==> src/rtl/fir_pkg.sv <==
// Shared helpers and types for the polyphase interpolating FIR.
package fir_pkg;

  typedef enum logic {IDLE, RUN} state_t;

  function automatic int ceil_div(input int a, input int b);
    return (a + b - 1) / b;
  endfunction

  function automatic int sum_width(input int prod_w, input int taps);
    return prod_w + $clog2(taps);
  endfunction

endpackage

==> src/rtl/fir_interp_phase_mac.sv <==
// Per-phase multiply-accumulate: coefficient mux by phase, registered products, adder tree.
// Products land one clock after issue; everything holds while en is low.
module fir_interp_phase_mac
  import fir_pkg::*;
#(
  parameter int INPUT_WIDTH = 16,
  parameter int COEFF_WIDTH = 8,
  parameter int INTERP      = 4,
  parameter int NUM_TAPS    = 32,
  parameter logic signed [COEFF_WIDTH-1:0] COEFFS [0:NUM_TAPS-1] = '{default: '0}
) (
  input  logic                                   clk,
  input  logic                                   rst_n,
  input  logic                                   en,
  input  logic                                   issue,
  input  logic [$clog2(INTERP)-1:0]              phase,
  input  logic [ceil_div(NUM_TAPS, INTERP)*INPUT_WIDTH-1:0] taps,
  output logic [$clog2(INTERP)-1:0]              phase1,
  output logic                                   v1,
  output logic signed [sum_width(INPUT_WIDTH+COEFF_WIDTH, ceil_div(NUM_TAPS, INTERP))-1:0] sum
);

  localparam int TPP    = ceil_div(NUM_TAPS, INTERP);
  localparam int PROD_W = INPUT_WIDTH + COEFF_WIDTH;
  localparam int SUM_W  = sum_width(PROD_W, TPP);

  logic signed [COEFF_WIDTH-1:0] tbl [TPP][INTERP];
  logic signed [COEFF_WIDTH-1:0] cs [TPP];
  logic signed [INPUT_WIDTH-1:0] xs [TPP];
  logic signed [PROD_W-1:0]      prod_r [TPP];

  // Taps past the end of the prototype are zero so every branch has TPP taps.
  for (genvar k = 0; k < TPP; k++) begin : g_tap
    for (genvar p = 0; p < INTERP; p++) begin : g_ph
      if (k*INTERP + p < NUM_TAPS) begin : g_coef
        assign tbl[k][p] = COEFFS[k*INTERP + p];
      end else begin : g_zero
        assign tbl[k][p] = '0;
      end
    end
  end

  always_comb begin
    for (int i = 0; i < TPP; i++) begin
      xs[i] = $signed(taps[i*INPUT_WIDTH +: INPUT_WIDTH]);
      cs[i] = tbl[i][phase];
    end
  end

  always_ff @(posedge clk) begin
    if (!rst_n) begin
      for (int i = 0; i < TPP; i++) prod_r[i] <= '0;
      phase1 <= '0;
      v1     <= 1'b0;
    end else if (en) begin
      for (int i = 0; i < TPP; i++) prod_r[i] <= PROD_W'(xs[i]) * PROD_W'(cs[i]);
      phase1 <= phase;
      v1     <= issue;
    end
  end

  always_comb begin
    sum = '0;
    for (int i = 0; i < TPP; i++) sum = sum + SUM_W'(prod_r[i]);
  end

endmodule

==> src/rtl/fir_interp_polyphase.sv <==
// Polyphase interpolator: INTERP outputs per accepted sample, first output 2 clocks after accept.
// Optional FIR_INTERP_ROUND_EN selects round-half-up with saturation instead of truncation.
module fir_interp_polyphase
  import fir_pkg::*;
#(
  parameter int INPUT_WIDTH       = 16,
  parameter int COEFF_WIDTH       = 8,
  parameter int OUTPUT_WIDTH      = 26,
  parameter int OUTPUT_WIDTH_FULL = 26,
  parameter int INTERP            = 4,
  parameter int NUM_TAPS          = 32,
  parameter logic signed [COEFF_WIDTH-1:0] COEFFS [0:NUM_TAPS-1] = '{
    8'sd1,  8'sd2,  8'sd3,  8'sd5,  8'sd7,  8'sd10, 8'sd13, 8'sd17,
    8'sd21, 8'sd25, 8'sd29, 8'sd33, 8'sd36, 8'sd39, 8'sd41, 8'sd42,
    8'sd42, 8'sd41, 8'sd39, 8'sd36, 8'sd33, 8'sd29, 8'sd25, 8'sd21,
    8'sd17, 8'sd13, 8'sd10, 8'sd7,  8'sd5,  8'sd3,  8'sd2,  8'sd1}
) (
  input  logic                           clk,
  input  logic                           rst_n,
  input  logic                           valid_in,
  output logic                           ready_in,
  input  logic signed [INPUT_WIDTH-1:0]  din,
  output logic                           valid_out,
  input  logic                           ready_out,
  output logic signed [OUTPUT_WIDTH-1:0] dout,
  output logic [$clog2(INTERP)-1:0]      phase_out
);

  localparam int PW    = $clog2(INTERP);
  localparam int TPP   = ceil_div(NUM_TAPS, INTERP);
  localparam int TW    = TPP * INPUT_WIDTH;
  localparam int SUM_W = sum_width(INPUT_WIDTH + COEFF_WIDTH, TPP);
  localparam int OWF   = OUTPUT_WIDTH_FULL;
  localparam int OW    = OUTPUT_WIDTH;
  localparam logic [PW-1:0] LAST = PW'(INTERP - 1);

  state_t                   state, state_nxt;
  logic [PW-1:0]            phase, phase_nxt, phase1;
  logic [TW-1:0]            taps;
  logic                     en, accept, issue, v1;
  logic signed [SUM_W-1:0]  sum;
  logic signed [OWF-1:0]    full;
  logic signed [OW-1:0]     conv;

  assign en       = ~valid_out | ready_out;
  assign ready_in = rst_n & en & ((state == IDLE) | (state == RUN & phase == LAST));
  assign accept   = valid_in & ready_in;
  assign issue    = (state == RUN) & en;

  always_comb begin
    state_nxt = state;
    phase_nxt = phase;
    case (state)
      IDLE: if (accept) begin
        state_nxt = RUN;
        phase_nxt = '0;
      end
      RUN: if (en) begin
        if (phase == LAST) begin
          phase_nxt = '0;
          if (!accept) state_nxt = IDLE;
        end else begin
          phase_nxt = phase + PW'(1);
        end
      end
      default: state_nxt = IDLE;
    endcase
  end

  // Newest sample occupies the low slice of the delay line.
  always_ff @(posedge clk) begin
    if (!rst_n) begin
      state <= IDLE;
      phase <= '0;
      taps  <= '0;
    end else begin
      state <= state_nxt;
      phase <= phase_nxt;
      if (accept) taps <= (taps << INPUT_WIDTH) | TW'($unsigned(din));
    end
  end

  fir_interp_phase_mac #(
    .INPUT_WIDTH (INPUT_WIDTH),
    .COEFF_WIDTH (COEFF_WIDTH),
    .INTERP      (INTERP),
    .NUM_TAPS    (NUM_TAPS),
    .COEFFS      (COEFFS)
  ) u_mac (
    .clk    (clk),
    .rst_n  (rst_n),
    .en     (en),
    .issue  (issue),
    .phase  (phase),
    .taps   (taps),
    .phase1 (phase1),
    .v1     (v1),
    .sum    (sum)
  );

  if (OWF >= SUM_W) begin : g_full_ext
    assign full = OWF'(sum);
  end else begin : g_full_trunc
    logic [SUM_W-OWF-1:0] unused_msbs;
    assign full        = sum[OWF-1:0];
    assign unused_msbs = sum[SUM_W-1:OWF];
  end

  if (OW > OWF) begin : g_out_ext
    assign conv = OW'(full);
  end else if (OW == OWF) begin : g_out_same
    assign conv = full;
  end else begin : g_out_narrow
    localparam int DROP = OWF - OW;
`ifdef FIR_INTERP_ROUND_EN
    localparam logic [OWF:0] HALF = {{OWF{1'b0}}, 1'b1} << (DROP - 1);
    logic [OWF:0]     rnd;
    logic [OW:0]      cand;
    logic [DROP-1:0]  unused_lsbs;
    assign rnd         = {full[OWF-1], full} + HALF;
    assign cand        = rnd[OWF:DROP];
    assign unused_lsbs = rnd[DROP-1:0];
    // Adding a positive half can only overflow upward, so clamp to max positive.
    assign conv = (cand[OW] != cand[OW-1]) ? {1'b0, {(OW-1){1'b1}}} : cand[OW-1:0];
`else
    logic [DROP-1:0] unused_lsbs;
    assign conv        = full[OWF-1:DROP];
    assign unused_lsbs = full[DROP-1:0];
`endif
  end

  always_ff @(posedge clk) begin
    if (!rst_n) begin
      valid_out <= 1'b0;
      dout      <= '0;
      phase_out <= '0;
    end else if (en) begin
      valid_out <= v1;
      if (v1) begin
        dout      <= conv;
        phase_out <= phase1;
      end
    end
  end

endmodule

==> config.mk <==
export PLATFORM = sky130hd
export DESIGN_NAME = fir_interp_polyphase
export DESIGN_NICKNAME = d
export VERILOG_FILES = /design/src/rtl/fir_pkg.sv /design/src/rtl/fir_interp_phase_mac.sv /design/src/rtl/fir_interp_polyphase.sv
export SDC_FILE = /design/constraint.sdc
export NUM_CORES = 2
export LEC_CHECK = 0
export BUFFER_PORTS_ARGS = -buffer_cell sky130_fd_sc_hd__buf_2
export CAP_MARGIN = 30
export CORE_ASPECT_RATIO = 0.9
export CORE_MARGIN = 2
export CORE_UTILIZATION = 50
export DETAILED_ROUTE_END_ITERATION = 8
export PLACE_DENSITY = 0.76
export SLEW_MARGIN = 20
export SYNTH_ARGS = -nofsm -noshare
export SYNTH_HDL_FRONTEND = slang
export SYNTH_HIERARCHICAL = 1
export SYNTH_SLANG_ARGS = --single-unit
==> constraint.sdc <==
create_clock -name clk -period 6.6 [get_ports clk]
set_clock_uncertainty 0.2 [all_clocks]
set_input_delay 0.66 -clock clk [delete_from_list [all_inputs] [get_ports clk]]
set_output_delay 0.66 -clock clk [all_outputs]
set_load 0.01 [all_outputs]
### Word-level counts from Yosys, hierarchy flattened

Memories as Yosys holds them, arrays and structs flattened.
Cells that the tools add are included.

| cells by class | value |
|---|---|
| $add $sub $neg | 8 |
| $mul | 8 |
| $lt $le $gt $ge | 1 |
| eq/ne operators | 3 |
| multiplexer cells | 44 |
| bitwise operators | 19 |
| reductions and logical operators | 2 |

Operators with widths:

| operator | number |
|---|---|
| 16-bit by 8-bit multiplier with 24-bit output | 8 |
| 24-bit 2-to-1 mux | 8 |
| 26-bit by 24-bit adder with 26-bit output | 5 |
| 8-bit binary-select mux with 2-bit select | 8 |
| 8-bit 2-to-1 mux | 16 |
| 128-bit by 16-bit OR with 128-bit output | 1 |
| 25-bit by 24-bit adder with 26-bit output | 1 |
| 24-bit by 24-bit adder with 25-bit output | 1 |
| 1-bit OR | 10 |
| 1-bit 2-to-1 mux | 7 |
| 2-bit 2-to-1 mux | 3 |
| 1-bit AND | 5 |
| 2-bit one-hot mux with 2 select lines | 1 |
| 2-bit AND reduction | 2 |
| 3-bit greater-or-equal comparator (second input constant) | 1 |
| 2-bit inverter with 3-bit output | 1 |
| 2-bit by 1-bit adder with 2-bit output (second input constant) | 1 |
| 2-bit == test (second input constant) | 1 |
| 2-bit by 1-bit inequality test with 1-bit output (second input constant) | 1 |
| 2-bit inequality test (second input constant) | 1 |
| 1-bit inverter | 2 |
| 1-bit one-hot mux with 2 select lines | 1 |

| storage, ports and cells | value |
|---|---|
| register bits | 163 |
| memory bits (writable) | 192 |
| input port bits | 20 |
| output and inout bits | 30 |
| word-level logic and storage cells | 94 |
| memories kept | 1 |

Memory list:

| name | words | width | rd ports | clocked after Yosys merged registers in | wr ports | RTL line | RTL |
|---|---|---|---|---|---|---|---|
| u_mac.prod_r | 8 | 24 | 8 | 0 | 8 | fir_interp_phase_mac.sv:30 | `logic signed [PROD_W-1:0] prod_r [TPP];` |

### Depth between registers and ports, before layout

| logic depth | value |
|---|---|
| depth in word-level cells | 9 |
| gate-level depth with buffers | 24 |
| depth with buffers taken out | 21 |

### Cells and area by module

Netlist, hierarchy kept.

Modules (own cells, without submodules):

| module | times used | cells each | area each (µm²) | sequential area each (µm²) |
|---|---|---|---|---|
| fir_interp_phase_mac | 1 | 3844 | 34902.2 | 5825.6 |
| fir_interp_polyphase | 1 | 580 | 5983.2 | 3203.1 |

### Worst setup path after synthesis

Ideal clock, no wire load.

| timing path | value |
|---|---|
| path kind | input port to flip-flop |
| from | in ready_out |
| to | mem u_mac/prod_r[0][0] in the netlist's numbering (enable) |
| data arrival time | 6007 ps |
| data required time | 5814 ps |
| path slack | -193 ps |
| stages | 5 |
| cells stage by stage | nor2b_4 > inv_4 > clkbuf_1 > clkbuf_1 > nand2b_1 |

RTL lines:

| item | RTL line | RTL |
|---|---|---|
| start, declared | fir_interp_polyphase.sv:24 | `input logic ready_out,` |
| end, declared | fir_interp_phase_mac.sv:30 |  |

==> metrics <==
status=finished with violations; failing checks=DRC; routed wire length=97700 µm; Slew Limit Fails=0; Worst Setup Start Kind=flop; GR Util met2=between 30% and 40%; Buffers & Inverters on Critical Path=4; Setup Viol. Count Final=0; Power, Total=6.23 mW; Via density=~5.4; CP Class=reg -> reg; Tot GR Track Use=about a quarter; Critical Path, Cell by Cell=inv_1, fa_1, inv_1, fa_1, fa_1, inv_1, fa_1, inv_1, ha_1, a211oi_1, o21bai_1, a2111oi_0, o21ai_0, nand3_1, a31oi_1, a311oi_1, nand3_1, a21boi_0; post-route setup TNS=0 ns; CTS tree=yes; Syn Area/Cell=slightly above 9 µm²; Worst EP required=6.92 ns; Hold-fix buffers, CTS=0; Cells after Synth=about 4400; Synth-to-Final Area Change=7.09%; initial detailed-routing violation count=between 2000 and 3000; WP data arrival=approximately 6.4 ns; clock latency on the worst-skew pair=roughly 0.60 ns; post-synthesis cell area=roughly 41000 µm²; gr ovfl total=0; relative slew slack=a little over a quarter; Fin. Hold Viols=0; CP max FO=3; clock-pin slew on the worst setup and hold paths=~0.06 ns; Chip Height=approximately 280 µm; Buffers on Ports=49; largest net degree at the start of global routing=between 100 and 150; maxcap violations=0; post-cts resize count=0; Hold Crit Class=in -> reg; vias in the first global route=30020; Die ar.=83900 µm²; Die X=between 300 and 400 µm; CTS root buf=clkbuf_16; PwrDens=between 100 and 150 nW/µm²; Fmax achieved=about 170 MHz; drt drc=1; Detail Placement HPWL=75800 µm; Max clock buf depth=3; post-CTS setup buffers=0; Boundary Pins=50; crit path max-delay cell type=a2111oi_0; Starting Density=50.4%; worst-margin pin slew=~1.1 ns; highest ir drop seen on vdd=~0.20 mV; number of antenna violations at the first check in global routing=2; layout net count=around 5400; TritonCTS Buffers=between 40 and 50; core area=between 80000 and 90000 µm²; Setup crit end kind=flop; Tcrit/Tclk final=91.5%; GR Layer Usage met1=about a third; H-tree depth=2; DR vias=29803; Final ANT Viol Nets=0; Avg WL per Cell=between 15 and 20 µm; n_diodes=0; router iterations before antenna repair=9; num rows=99; design area=between 40000 and 50000 µm²; RSZ-0062 raised after global routing=false; Placer Congestion=between 0.9 and 1; area post-placement=approximately 42000 µm²; wire length of the first global-routing pass=160000 µm; met3 usage=between 3 and 4%; min Tclk post-route=a little over 6 ns; Ys Warns=6; Crit path largest cell delay=about 0.78 ns; Crit path max-delay family=compound AO/OA/AOI/OAI gates; GR peak layer=met2; leak pwr=between 20 and 25 nW; share of post-route cells with drive strength above 1=4.83%; clk sinks=approximately 360
## per-stage QoR
stage / hold WS [ns] / cells / util, % / worst slack, ns
global route: 0.0994 / 5535 / 54.0 / 0.265
finish: 0.0883 / 5535 / 54.0 / 0.558
CTS: 0.0604 / 5534 / 54.0 / 0.661
floorplan: 0.250 / 4440 / - / 0.165
detailed placement: 0.264 / 5452 / 52.1 / 0.727
global placement: 0.259 / 5452 / 52.1 / 0.796
## flip-flops by register name, indices dropped and copies added, names as in the netlist
| signal | cells |
|---|---|
| u_mac/v1 | 1 |
| dout | 26 |
| u_mac/phase1 | 2 |
| phase | 2 |
| u_mac/prod_r | 192 |
| valid_out | 1 |
| phase_out | 2 |
| taps | 128 |
| state | 1 |
## worst reg2reg max path: stages, from the launching register on
cell and delay [ns]:
edfxtp_1 0.33, inv_1 0.06, fa_1 0.54, inv_1 0.06
fa_1 0.44, fa_1 0.51, inv_1 0.06, fa_1 0.55
inv_1 0.07, ha_1 0.29, a211oi_1 0.29, o21bai_1 0.14
a2111oi_0 0.78, o21ai_0 0.37, nand3_1 0.21, a31oi_1 0.10
a311oi_1 0.64, nand3_1 0.15, a21boi_0 0.18
## metal layers
metal	vias up	wire length (µm)	share of wire (%)
met3	165	6350	6.5
met4	0	3560	3.6
met5	-	0	0
met2	950	43500	45
met1	14686	44200	45
li1	14002	-	-
## cell usage in the layout, fill, tap and decap left out, types with 30 or more instances in the layout
| master | instances |
|---|---|
| a21o_1 | 74 |
| mux2i_1 | 147 |
| o21ai_0 | 104 |
| xor2_1 | 43 |
| o21a_1 | 42 |
| dfxtp_1 | 161 |
| nor2b_1 | 109 |
| mux2_2 | 30 |
| inv_1 | 1075 |
| nand2_1 | 332 |
| nand2b_1 | 70 |
| conb_1 | 30 |
| and3_1 | 42 |
| xnor2_1 | 49 |
| and2_1 | 235 |
| nand3_1 | 54 |
| nor3_1 | 77 |
| nor2_1 | 150 |
| ha_1 | 439 |
| edfxtp_1 | 192 |
| fa_1 | 481 |
| clkbuf_16 | 48 |
| a21oi_1 | 117 |
| buf_2 | 48 |
## path summary, 6_finish.rpt
kind                                           from        to  slack [ns]  depth (start not counted)
worst min register to register              dout[2]   dout[2]        0.27                          2
worst min-delay path                        din[11]  taps[11]        0.09                          3
worst max-delay path            u_mac/prod_r[0][74]  dout[25]        0.56                         18
worst max register to register  u_mac/prod_r[0][74]  dout[25]        0.56                         18
## where the power goes
part	internal, mW	switching, mW	total, mW
sequential	2.39	0.0397	2.43
combinational	0.441	0.796	1.24
clock	1.51	1.06	2.57
total	4.34	1.89	6.23
## final cells by class
cell class | count | area [µm²]
fill | 7052 | 37200
multi-input combinational | 2882 | 27200
sequential | 355 | 9030
inverter | 1078 | 4050
tap | 1060 | 1330
clock buffer | 58 | 1290
timing repair buffer | 78 | 527
clock inverter | 24 | 239
Power figures use the tool's default switching activity.
